### config.mk
export PLATFORM = sky130hd
export DESIGN_NAME = cpu_fetch
export DESIGN_NICKNAME = d
export VERILOG_FILES = /design/src/rtl/cpu_fetch_pkg.sv /design/src/rtl/cpu_fetch.sv
export SDC_FILE = /design/constraint.sdc
export NUM_CORES = 1
export LEC_CHECK = 0
export CAP_MARGIN = 5
export CORE_AREA = 2 2 129 131
export DETAILED_ROUTE_END_ITERATION = 7
export DIE_AREA = 0 0 131 133
export PLACE_DENSITY = 0.85
export SETUP_SLACK_MARGIN = 0.05
export SYNTH_ARGS = -nofsm -noshare
export SYNTH_HDL_FRONTEND = slang
export SYNTH_SLANG_ARGS = --single-unit
export TNS_END_PERCENT = 1
### constraint.sdc
create_clock -name clk_i -period 5.2 [get_ports clk_i]
set_input_delay 0.78 -clock clk_i [delete_from_list [all_inputs] [get_ports clk_i]]
set_output_delay 0.78 -clock clk_i [all_outputs]
set_load 0.01 [all_outputs]
### src/rtl/cpu_fetch_pkg.sv
// rtl/cpu_fetch_pkg.sv - shared cpu definitions: opcode set, fetch geometry, fetch FSM states
package cpu_fetch_pkg;

    // Opcode set understood by the decode/exec stage.
    typedef enum logic [7:0] {
        OP_NOP  = 8'h00,
        OP_ADD  = 8'h01,
        OP_SUB  = 8'h02,
        OP_LD   = 8'h03,
        OP_ST   = 8'h04,
        OP_JMP  = 8'h05,
        OP_JZ   = 8'h06,
        OP_HALT = 8'hFF
    } opcode_t;

    // One instruction is three consecutive 32-bit words: opcode, opa, opb.
    localparam int unsigned FETCH_STEP_SIZE = 12;
    localparam int unsigned OFS_OPCODE      = 0;
    localparam int unsigned OFS_OPA         = 4;
    localparam int unsigned OFS_OPB         = 8;

    // Word index within the instruction being fetched.
    localparam logic [1:0] IDX_OPCODE = 2'd0;
    localparam logic [1:0] IDX_OPA    = 2'd1;
    localparam logic [1:0] IDX_OPB    = 2'd2;

    typedef enum logic [1:0] {
        ST_IDLE = 2'd0,
        ST_READ = 2'd1,
        ST_DONE = 2'd2,
        ST_WAIT = 2'd3
    } fetch_state_t;

    // Byte offset of a word index relative to the instruction's pc.
    function automatic logic [31:0] word_offset(input logic [1:0] idx);
        case (idx)
            IDX_OPCODE: return OFS_OPCODE;
            IDX_OPA:    return OFS_OPA;
            IDX_OPB:    return OFS_OPB;
            default:    return OFS_OPCODE;
        endcase
    endfunction

endpackage

### src/rtl/cpu_fetch.sv
// rtl/cpu_fetch.sv - three-word instruction fetch FSM with jump and wrap-around pc update
//
// Ports:
//   clk_i, rst_i            clock, synchronous active-high reset
//   enable_i                fetch permitted
//   mem_req_o, mem_addr_o   one read request per word, held until acked
//   mem_ack_i, mem_rdata_i  read response, only honoured while a request is pending
//   opcode_o, opa_o, opb_o  fetched instruction words
//   fetch_done_o            one-cycle pulse when all three words are valid
//   exec_done_i             exec stage finished the current instruction
//   isjcc_i, newpc_i        jump flag and target, sampled with exec_done_i
//   pc_o                    address of the instruction being fetched/executed
module cpu_fetch
    import cpu_fetch_pkg::*;
#(
    parameter int               WIDTH    = 32,
    parameter logic [WIDTH-1:0] RESET_PC = '0,
    parameter logic [WIDTH-1:0] STEP     = WIDTH'(FETCH_STEP_SIZE)
) (
    input  logic             clk_i,
    input  logic             rst_i,
    input  logic             enable_i,
    output logic             mem_req_o,
    output logic [WIDTH-1:0] mem_addr_o,
    input  logic             mem_ack_i,
    input  logic [WIDTH-1:0] mem_rdata_i,
    output logic [WIDTH-1:0] opcode_o,
    output logic [WIDTH-1:0] opa_o,
    output logic [WIDTH-1:0] opb_o,
    output logic             fetch_done_o,
    input  logic             exec_done_i,
    input  logic             isjcc_i,
    input  logic [WIDTH-1:0] newpc_i,
    output logic [WIDTH-1:0] pc_o
);

    fetch_state_t     state;
    logic [1:0]       idx;
    logic [WIDTH-1:0] next_pc;

    // Wraps naturally at 2^WIDTH.
    assign next_pc = isjcc_i ? newpc_i : pc_o + STEP;

    always_ff @(posedge clk_i) begin
        if (rst_i) begin
            state        <= ST_IDLE;
            idx          <= IDX_OPCODE;
            pc_o         <= RESET_PC;
            opcode_o     <= '0;
            opa_o        <= '0;
            opb_o        <= '0;
            fetch_done_o <= 1'b0;
            mem_req_o    <= 1'b0;
            mem_addr_o   <= RESET_PC;
        end else begin
            fetch_done_o <= 1'b0;
            case (state)
                ST_IDLE: begin
                    mem_req_o <= 1'b0;
                    if (enable_i) begin
                        state      <= ST_READ;
                        idx        <= IDX_OPCODE;
                        mem_req_o  <= 1'b1;
                        mem_addr_o <= pc_o;
                    end
                end

                // enable_i is deliberately not looked at here: a started
                // instruction always runs to completion.
                ST_READ: begin
                    if (mem_req_o) begin
                        if (mem_ack_i) begin
                            // Drop the request for one cycle so every word
                            // is its own request/ack handshake.
                            mem_req_o <= 1'b0;
                            case (idx)
                                IDX_OPCODE: opcode_o <= mem_rdata_i;
                                IDX_OPA:    opa_o    <= mem_rdata_i;
                                IDX_OPB:    opb_o    <= mem_rdata_i;
                                default:    ;
                            endcase
                            if (idx == IDX_OPB) begin
                                state        <= ST_DONE;
                                idx          <= IDX_OPCODE;
                                fetch_done_o <= 1'b1;
                            end else begin
                                idx <= idx + 2'd1;
                            end
                        end
                    end else begin
                        mem_req_o  <= 1'b1;
                        mem_addr_o <= pc_o + WIDTH'(word_offset(idx));
                    end
                end

                // exec_done_i is not sampled in DONE, so WAIT can only be
                // left from the cycle after the fetch_done pulse onward.
                ST_DONE: begin
                    state <= ST_WAIT;
                end

                ST_WAIT: begin
                    if (exec_done_i) begin
                        pc_o       <= next_pc;
                        mem_addr_o <= next_pc;
                        idx        <= IDX_OPCODE;
                        if (enable_i) begin
                            state     <= ST_READ;
                            mem_req_o <= 1'b1;
                        end else begin
                            state <= ST_IDLE;
                        end
                    end
                end

                default: begin
                    state     <= ST_IDLE;
                    mem_req_o <= 1'b0;
                end
            endcase
        end
    end

endmodule

==> results.toml, run 1 <==
[yosys]
synthDominantCellAreaShare_pct = 40.28
synth_edf_count = 0
yosys_warnings = 0
syn_inst = 1094
yosys.area.top_type = "dfxtp_1"
ys_seq_elements = 166
synthArstFlopShare_pct = 0
avgSynthCellArea_um2 = 7.542
syn-num-nets = 1173
synthDistinctLibCells = 71
synth.area.top_cells = "dfxtp_1, nand2_1, a21oi_1"
syn-cell-area_um2 = 8250
synth_seq_area_share_pct = 40.28
synth-main-ff-cell = "dfxtp_1"

[cells_and_area]
fin_nets = 1336
layout-drive-gt1-share_pct = 5.122
nFillCells = 1298
fin_util_pct = 68.71
area_growth_pct = 34.68
num_antenna_cells = 0

[global_routing]
grt_max_degree = 79
grt_pass1_wl_mm = 43.19
grt_overflow = 0
grt_pass1_vias = 8447
track_usage_pct = 31.31
antenna_found_initial = 0

[floorplanning]
initial_utilization_pct = 51.02
die_w_um = 131
dieArea_um2 = 17420
rows = 47
die_y_um = 133
ios = 232
core_area_um2 = 16170

[sta]
max_slew.worst_pin.slew_ns = 1.130
fin_crit_ns = 2.983
finalSetupViolCount = 0
max_slew_margin_pct = 24.59
fmax_mhz = 335.2
tns_ns = 0
slew_viol_final = 0
hold_slack_ns = 0.4512
rsz0062_at_grt = "false"
clock_skew_ns = 0.009894
fin_ws_ns = 2.217
finalHoldViolCount = 0
fin_crit_sh_pct = 57.36

[cts]
root_buffer = "clkbuf_16"
cts_setup_buffers = 0
cts_resized = 0
cts_hold_buf = 0
clk_pin_slew_worst_paths_ns = 0.07
cts_buffer_depth = 2
htree_num_levels = 4
cts_buffers = 17
clock_latency_ns = 0.43
cts_sinks = 166
cts_tree = "done"

[routing]
firstDrtPassIters = 5
wl_met1_mm = 10.70
via_per_inst = 6.087
vias = 9064
ant_nets = 0
routed_wl_mm = 27.64
drtIter0Drc = 920
wl_met3_mm = 2.817
top_layer = "met4"
drc = 0
wl_met2_mm = 12.99
wl_per_cell_um = 18.56

[power]
ir_drop_uv = 276.5
leakagePower_uw = 0.003570
powerDensity_nw_per_um2 = 358.9

[placement]
pre_cts_slack_ns = 2.283
gp_congestion = 0.9615
port_buffers = 231
dpl.hpwl_mm = 18.63

[worst_setup_path]
crit_chain = "inv_1, ha_1, nand4_4, nor4_2, nand2_1, a211o_1, a31oi_1"
cp-start-kind = "flip-flop"
cp-end-kind = "flip-flop"
rrSetupSlack_ns = 2.22
cp.required_ns = 5.56
cp_max_fo = 20
r2r_cells = 7
r2r_end = "mem_addr_o[30]"
path_class = "flip-flop to flip-flop"
critPathMaxStageDelay_ns = 0.87
crit_path_start = "state[1]"
reg2reg_from = "state[1]"
crit_arrival_ns = 3.34
cp-endpoint = "mem_addr_o[30]"
worst_path_max_delay_cell = "nor4_2"

[run]
drv_cap = 0

[worst_hold_path]
min-delay-path-class = "flip-flop to flip-flop"

[outcome]
status = "finished clean"
## how the worst min path moves through the flow
stage                      start      endpoint  slack, ns  cells past startpoint
floorplan               opa_o[0]      opa_o[0]       0.48                      2
global placement        opb_o[4]      opb_o[4]       0.44                      2
detailed placement     opa_o[14]     opa_o[14]       0.45                      2
CTS                     opa_o[4]      opa_o[4]       0.45                      2
global route        opcode_o[26]  opcode_o[26]       0.47                      2
finish                  opa_o[4]      opa_o[4]       0.45                      2
## power breakdown
part           internal [uW]  leakage (uW)  switching (uW)
sequential              1430       0.00134             133
clock                    693      0.000276             554
combinational            529       0.00195             647
## critical path, delay by kind of cell, from the launching register on
family,cells,cell delay (ns)
and+or+nand+nor,3,1.30
adders and majority gates,1,0.69
AOI/OAI and AO/OA,2,0.45
DFF,1,0.35
buffers and inverters,1,0.11
## synth_stat cells, types with 7 or more instances
master,n
a211oi_1,8
a21o_1,10
a21oi_1,137
a22oi_1,9
a31oi_1,27
and2_1,9
and3_1,7
and4_1,7
buf_2,17
clkbuf_1,75
dfxtp_1,166
ha_1,8
inv_1,10
nand2_1,273
nand2b_1,17
nand3_1,24
nand4_1,22
nor2_1,42
nor2b_1,9
nor3_1,17
nor4_1,9
o211ai_1,8
o21ai_0,58
## layer usage
metal  up-vias  global-route usage [%]
met4         0                   15.13
met2       508                   49.45
met5         -                       0
met3        93                   8.937
met1      4262                   39.01
li1       4201                       -
## cells in the final DEF, fill, tap and decap left out, types with 8 or more instances in the layout
cell type and count:
a21oi_1 137, a31oi_1 27, clkbuf_16 17, o211ai_1 8, nand2b_1 17, ha_1 8, nor3_1 16, nand3_1 24
dfxtp_1 166, nor4_1 9, buf_4 15, clkdlybuf4s50_1 229, o21ai_0 58, a21o_1 10, nand2_1 273, a211oi_1 8
a22oi_1 9, and2_1 9, inv_1 10, nor2_1 42, nand4_1 22, nor2b_1 9
## metrics by stage
| stage | power [uW] | std cells | cell area (um^2) |
|---|---|---|---|
| floorplan | 2184 | 1094 | 8250 |
| global placement | 2711 | 1458 | 10540 |
| detailed placement | 2740 | 1458 | 10540 |
| CTS | 3972 | 1489 | 11110 |
| global route | 4164 | 1489 | 11110 |
| finish | 3988 | 1489 | 11110 |
## kinds of logic after synthesis
family	count (synthesis)	share of synthesized area, %
compound gates	328	24.72
xor+xnor	12	1.274
fa+ha+maj	9	1.456
buf+inv	112	5.490
flops	166	40.28
mux	12	1.562
simple gates	455	25.22
## layout make-up
type	count	area (um^2)	share of cell area, %
Timing Repair Buffer	245	2410	21.69
Clock buffer	20	456.7	4.110
Multi-Input combinational cell	816	4492	40.42
Inverter	11	41.29	0.3716
Sequential cell	166	3323	29.91
Tap cell	220	275.3	2.477
Clock inverter	11	113.9	1.025
## state kept, by name, summed over array words and instances, names as in the netlist
register and flops:
opa_o 32, opb_o 32, fetch_done_o 1, state 2, mem_addr_o 32, opcode_o 32
pc_o 32, idx 2, mem_req_o 1
Power figures use the tool's default switching activity.
==> run 2: changes to the inputs <==
--- a/config.mk
+++ b/config.mk
@@ -6,10 +6,10 @@
 export NUM_CORES = 1
 export LEC_CHECK = 0
 export CAP_MARGIN = 5
-export CORE_AREA = 2 2 129 131
+export CORE_AREA = 2 2 135 137
 export DETAILED_ROUTE_END_ITERATION = 7
-export DIE_AREA = 0 0 131 133
-export PLACE_DENSITY = 0.85
+export DIE_AREA = 0 0 137 139
+export PLACE_DENSITY = 0.79
 export SETUP_SLACK_MARGIN = 0.05
 export SYNTH_ARGS = -nofsm -noshare
 export SYNTH_HDL_FRONTEND = slang
==> constraint.sdc (replaced) <==
create_clock -name clk_i -period 3.1 [get_ports clk_i]
set_input_delay 0.465 -clock clk_i [delete_from_list [all_inputs] [get_ports clk_i]]
set_output_delay 0.465 -clock clk_i [all_outputs]
set_load 0.01 [all_outputs]
==> results.toml, run 2 (synthesis results as in run 1) <==
[outcome]
status = "finished clean"

[cts]
htree_num_levels = 4
cts_sinks = 166
root_buffer = "clkbuf_16"
clk_pin_slew_worst_paths_ns = 0.07
cts_buffer_depth = 2
cts_buffers = 17
cts_tree = "done"
clock_latency_ns = 0.43

[sta]
fin_ws_ns = 0.2922
slew_viol_final = 0
max_slew_margin_pct = 26.13
finalHoldViolCount = 0
max_slew.worst_pin.slew_ns = 1.107
fin_crit_ns = 2.808
tns_ns = 0
clock_skew_ns = 0.007640
fmax_mhz = 356.2
finalSetupViolCount = 0
fin_crit_sh_pct = 90.57
rsz0062_at_grt = "false"

[cells_and_area]
instances_no_fill = 1520
layout_commonest_cell = "nand2_1"
fin_area_um2 = 11290
fin_nets = 1358
num_antenna_cells = 0
mostFrequentLayoutCells = "nand2_1, clkdlybuf4s50_1, dfxtp_1, a21oi_1, o21ai_0"
nFillCells = 1537
area_growth_pct = 36.82
layout-drive-gt1-share_pct = 6.971

[routing]
ant_nets = 0
vias = 9022
via_per_inst = 5.936
firstDrtPassIters = 6
drc = 0
drtIter0Drc = 813
wl_per_cell_um = 18.43
routed_wl_mm = 28.02

[global_routing]
grt_max_degree = 92
busiest_layer = "met2"
grt_util_met1_pct = 35.12
grt_overflow = 0
gr-usage-met3_pct = 8.882
antenna_found_initial = 0
met2_usage_pct = 46.19
track_usage_pct = 29.26
grt_pass1_vias = 8653
grt_pass1_wl_mm = 44.39

[power]
leakagePower_uw = 0.003681
power.total_uw = 6634
powerDensity_nw_per_um2 = 587.6
ir_drop_uv = 438.4

[worst_setup_path]
reg2reg_from = "idx[0]"
cp-end-kind = "flip-flop"
rrSetupSlack_ns = 0.29
crit_arrival_ns = 3.17
cp.required_ns = 3.46
cp_max_fo = 5
cp-endpoint = "mem_addr_o[28]"
crit_path_start = "idx[0]"
path_class = "flip-flop to flip-flop"
r2r_end = "mem_addr_o[28]"
cp-start-kind = "flip-flop"
r2r_cells = 9

[worst_hold_path]
min-delay-path-class = "input port to flip-flop"
holdPathStages = 2

[placement]
pre_cts_slack_ns = 0.2307
placed_cells = 1489
port_buffers = 231
dpl.hpwl_mm = 19.37
gp_congestion = 0.9013
place_area_um2 = 10730

[floorplanning]
rows = 49
ios = 232
die_y_um = 139
core_area_um2 = 17660
die_w_um = 137
dieArea_um2 = 19040
initial_utilization_pct = 46.73

[run]
drv_cap = 0
run 2: timing repair:
item                                    CTS  global route
hold buffers                              0             0
endpoints found under the setup margin    0             1
buffers inserted                          0             0
gates resized for setup                   0             2
run 2: final cells by class:
class / instances / area [um^2] / area share [%]
clock buffers: 18 / 439.2 / 3.890
repair buffers: 267 / 2587 / 22.92
inverters: 11 / 41.29 / 0.3658
clock inverters: 13 / 112.6 / 0.9976
well taps: 229 / 286.5 / 2.538
flip-flops and latches: 166 / 3323 / 29.44
multi-input cells: 816 / 4498 / 39.85
run 2: worst min path at each step:
stage | start | end
after floorplan | opa_o[0] | opa_o[0]
after CTS | rst_i | pc_o[9]
after global routing | rst_i | pc_o[8]
after global placement | opcode_o[31] | opcode_o[31]
final | rst_i | state[1]
after detailed placement | opcode_o[0] | opcode_o[0]
run 2: worst max-delay path: stages (launching register included):
cell	delay, ns
dfxtp_1	0.41
nor2b_2	0.23
ha_1	0.23
fa_1	0.29
nand4_4	0.13
or4_4	0.61
buf_4	0.18
o41ai_1	0.35
o221ai_1	0.17
o21ai_1	0.14
run 2: stage by stage:
stage / hold WS (ns) / util [%]
6_report: 0.4236 / 63.93
5_1_grt: 0.4283 / 63.93
4_1_cts: 0.4126 / 63.90
3_5_place_dp: 0.4453 / 60.77
3_3_place_gp: 0.4408 / 60.77
2_1_floorplan: 0.4805 / -
run 2: report_power, final:
part	switching (uW)	total [uW]	leakage (uW)	internal, uW
Combinational	1090	2000	0.00206	910
Clock	955	2030	0.000274	1070
Sequential	206	2610	0.00134	2400
run 2: metal layers:
layer | up-vias | share of wire, %
met3 | 106 | 10
met1 | 4188 | 38
met2 | 488 | 46
met4 | 0 | 4.8
li1 | 4240 | -
met5 | - | 0
==> run 3: changes to the inputs <==
--- a/config.mk
+++ b/config.mk
@@ -10,7 +10,6 @@
 export DETAILED_ROUTE_END_ITERATION = 7
 export DIE_AREA = 0 0 137 139
 export PLACE_DENSITY = 0.79
-export SETUP_SLACK_MARGIN = 0.05
 export SYNTH_ARGS = -nofsm -noshare
 export SYNTH_HDL_FRONTEND = slang
 export SYNTH_SLANG_ARGS = --single-unit
==> results.toml, run 3 (synthesis results as in run 1) <==
[worst_setup_path]
cp_max_fo = 5
worst_path_max_delay_cell = "or4_1"
critical-path-top-delay-family = "simple AND/OR/NAND/NOR gates"
path_class = "flip-flop to flip-flop"
crit_arrival_ns = 3.25
critPathMaxStageDelay_ns = 0.67
cp.required_ns = 3.46
cp-start-kind = "flip-flop"
cp-end-kind = "flip-flop"
crit_chain = "nor2b_2, ha_1, fa_1, nand4_4, or4_1, buf_4, o41ai_1, o221ai_1, o21ai_1"
worst-path-buf-inv = 1

[routing]
via_per_inst = 5.968
firstDrtPassIters = 5
ant_nets = 0
drc = 0
routed_wl_mm = 27.98
wl_per_cell_um = 18.41
drtIter0Drc = 739
vias = 9072

[run]
drv_cap = 0

[cts]
cts_buffers = 17
clk_pin_slew_worst_paths_ns = 0.07
cts_sinks = 166
htree_num_levels = 4
clock_latency_ns = 0.43
root_buffer = "clkbuf_16"
cts_buffer_depth = 2
cts_tree = "done"
cts_setup_buffers = 0

[global_routing]
grt_pass1_wl_mm = 44.39
track_usage_pct = 29.26
grt_overflow = 0
grt_max_degree = 92
antenna_found_initial = 0
grt_pass1_vias = 8653

[power]
seq_power_share_pct = 39.3
p_switching_uw = 2249
ir_drop_uv = 440.3
switching_share_pct = 33.92
internal-power_uw = 4381
pwr-share-comb_pct = 30.2
leakagePower_uw = 0.003680
powerDensity_nw_per_um2 = 587.6
p_clk_share_pct = 30.5

[floorplanning]
initial_utilization_pct = 46.73
ios = 232
die_w_um = 137
rows = 49
die_y_um = 139
dieArea_um2 = 19040
core_area_um2 = 17660

[sta]
fmax_mhz = 346.3
finalSetupViolCount = 0
fin_crit_ns = 2.888
finalHoldViolCount = 0
slew_viol_final = 0
clock_skew_ns = 0.008049
tns_ns = 0
fin_crit_sh_pct = 93.16
max_slew.worst_pin.slew_ns = 1.118
max_slew_margin_pct = 25.39
rsz0062_at_grt = "false"

[cells_and_area]
num_antenna_cells = 0
area_growth_pct = 36.78
mostFrequentLayoutCells = "nand2_1, clkdlybuf4s50_1, dfxtp_1, a21oi_1, o21ai_0"
fin_nets = 1358
nFillCells = 1535
instances_no_fill = 1520
layout_commonest_cell = "nand2_1"
layout-drive-gt1-share_pct = 6.894

[placement]
placed_cells = 1489
gp_congestion = 0.9013
port_buffers = 231
dpl.hpwl_mm = 19.37

[outcome]
status = "finished clean"

[worst_hold_path]
min-delay-path-class = "input port to flip-flop"
==> run 3: stage by stage <==
stage / power (uW) / util (%) / instance area [um^2] / setup slack (ns) / hold slack (ns)
after floorplan: 3663 / - / 8250 / 0.5108 / 0.4805
after global placement: 4584 / 60.77 / 10730 / 0.3225 / 0.4408
after detailed placement: 4625 / 60.77 / 10730 / 0.2307 / 0.4453
after CTS: 6635 / 63.90 / 11280 / 0.1753 / 0.4126
after global routing: 6941 / 63.91 / 11280 / 0.03759 / 0.4283
final: 6631 / 63.91 / 11280 / 0.2121 / 0.4281
==> run 3: path summary, 6_finish.rpt <==
| kind | end | start | slack [ns] | depth (start not counted) |
|---|---|---|---|---|
| min | state[1] | rst_i | 0.43 | 2 |
| max | mem_addr_o[28] | idx[0] | 0.21 | 9 |
| max reg2reg | mem_addr_o[28] | idx[0] | 0.21 | 9 |
| min reg2reg | opa_o[5] | opa_o[5] | 0.45 | 2 |
==> run 3: power by group through the flow <==
stage | Sequential, uW | Combinational [uW] | Clock (uW)
after floorplan | 2700 | 965 | 0
after global placement | 2640 | 1940 | 0
after detailed placement | 2650 | 1980 | 0
after CTS | 2600 | 1990 | 2050
after global routing | 2630 | 2180 | 2130
final | 2610 | 2000 | 2020
==> run 3: area by class of cell <==
cell class,instances,area (um^2),share of cell area [%]
multi-input cells,816,4494,39.83
flip-flops and latches,166,3323,29.45
repair buffers,267,2587,22.93
clock buffers,18,439.2,3.892
well taps,229,286.5,2.539
clock inverters,13,112.6,0.9979
inverters,11,41.29,0.3659
==> run 3: metal layers <==
metal | global-route usage (%) | routed length (um) | vias to the layer above
met1 | 35.12 | 10840 | 4246
met2 | 46.19 | 12920 | 487
met4 | 16.49 | 1338 | 0
li1 | - | - | 4238
met3 | 8.882 | 2878 | 101
met5 | 0 | 0 | -
==> run 3: worst register-to-register path, cell delays in order, from the launching register on <==
cell and delay, ns:
dfxtp_1 0.41, nor2b_2 0.23, ha_1 0.23, fa_1 0.29, nand4_4 0.12, or4_1 0.67, buf_4 0.22, o41ai_1 0.35
o221ai_1 0.16, o21ai_1 0.14
==> run 3: timing repair <==
action,CTS,global route
setup endpoints to repair,0,1
resized for setup,0,1
hold buffers,0,0
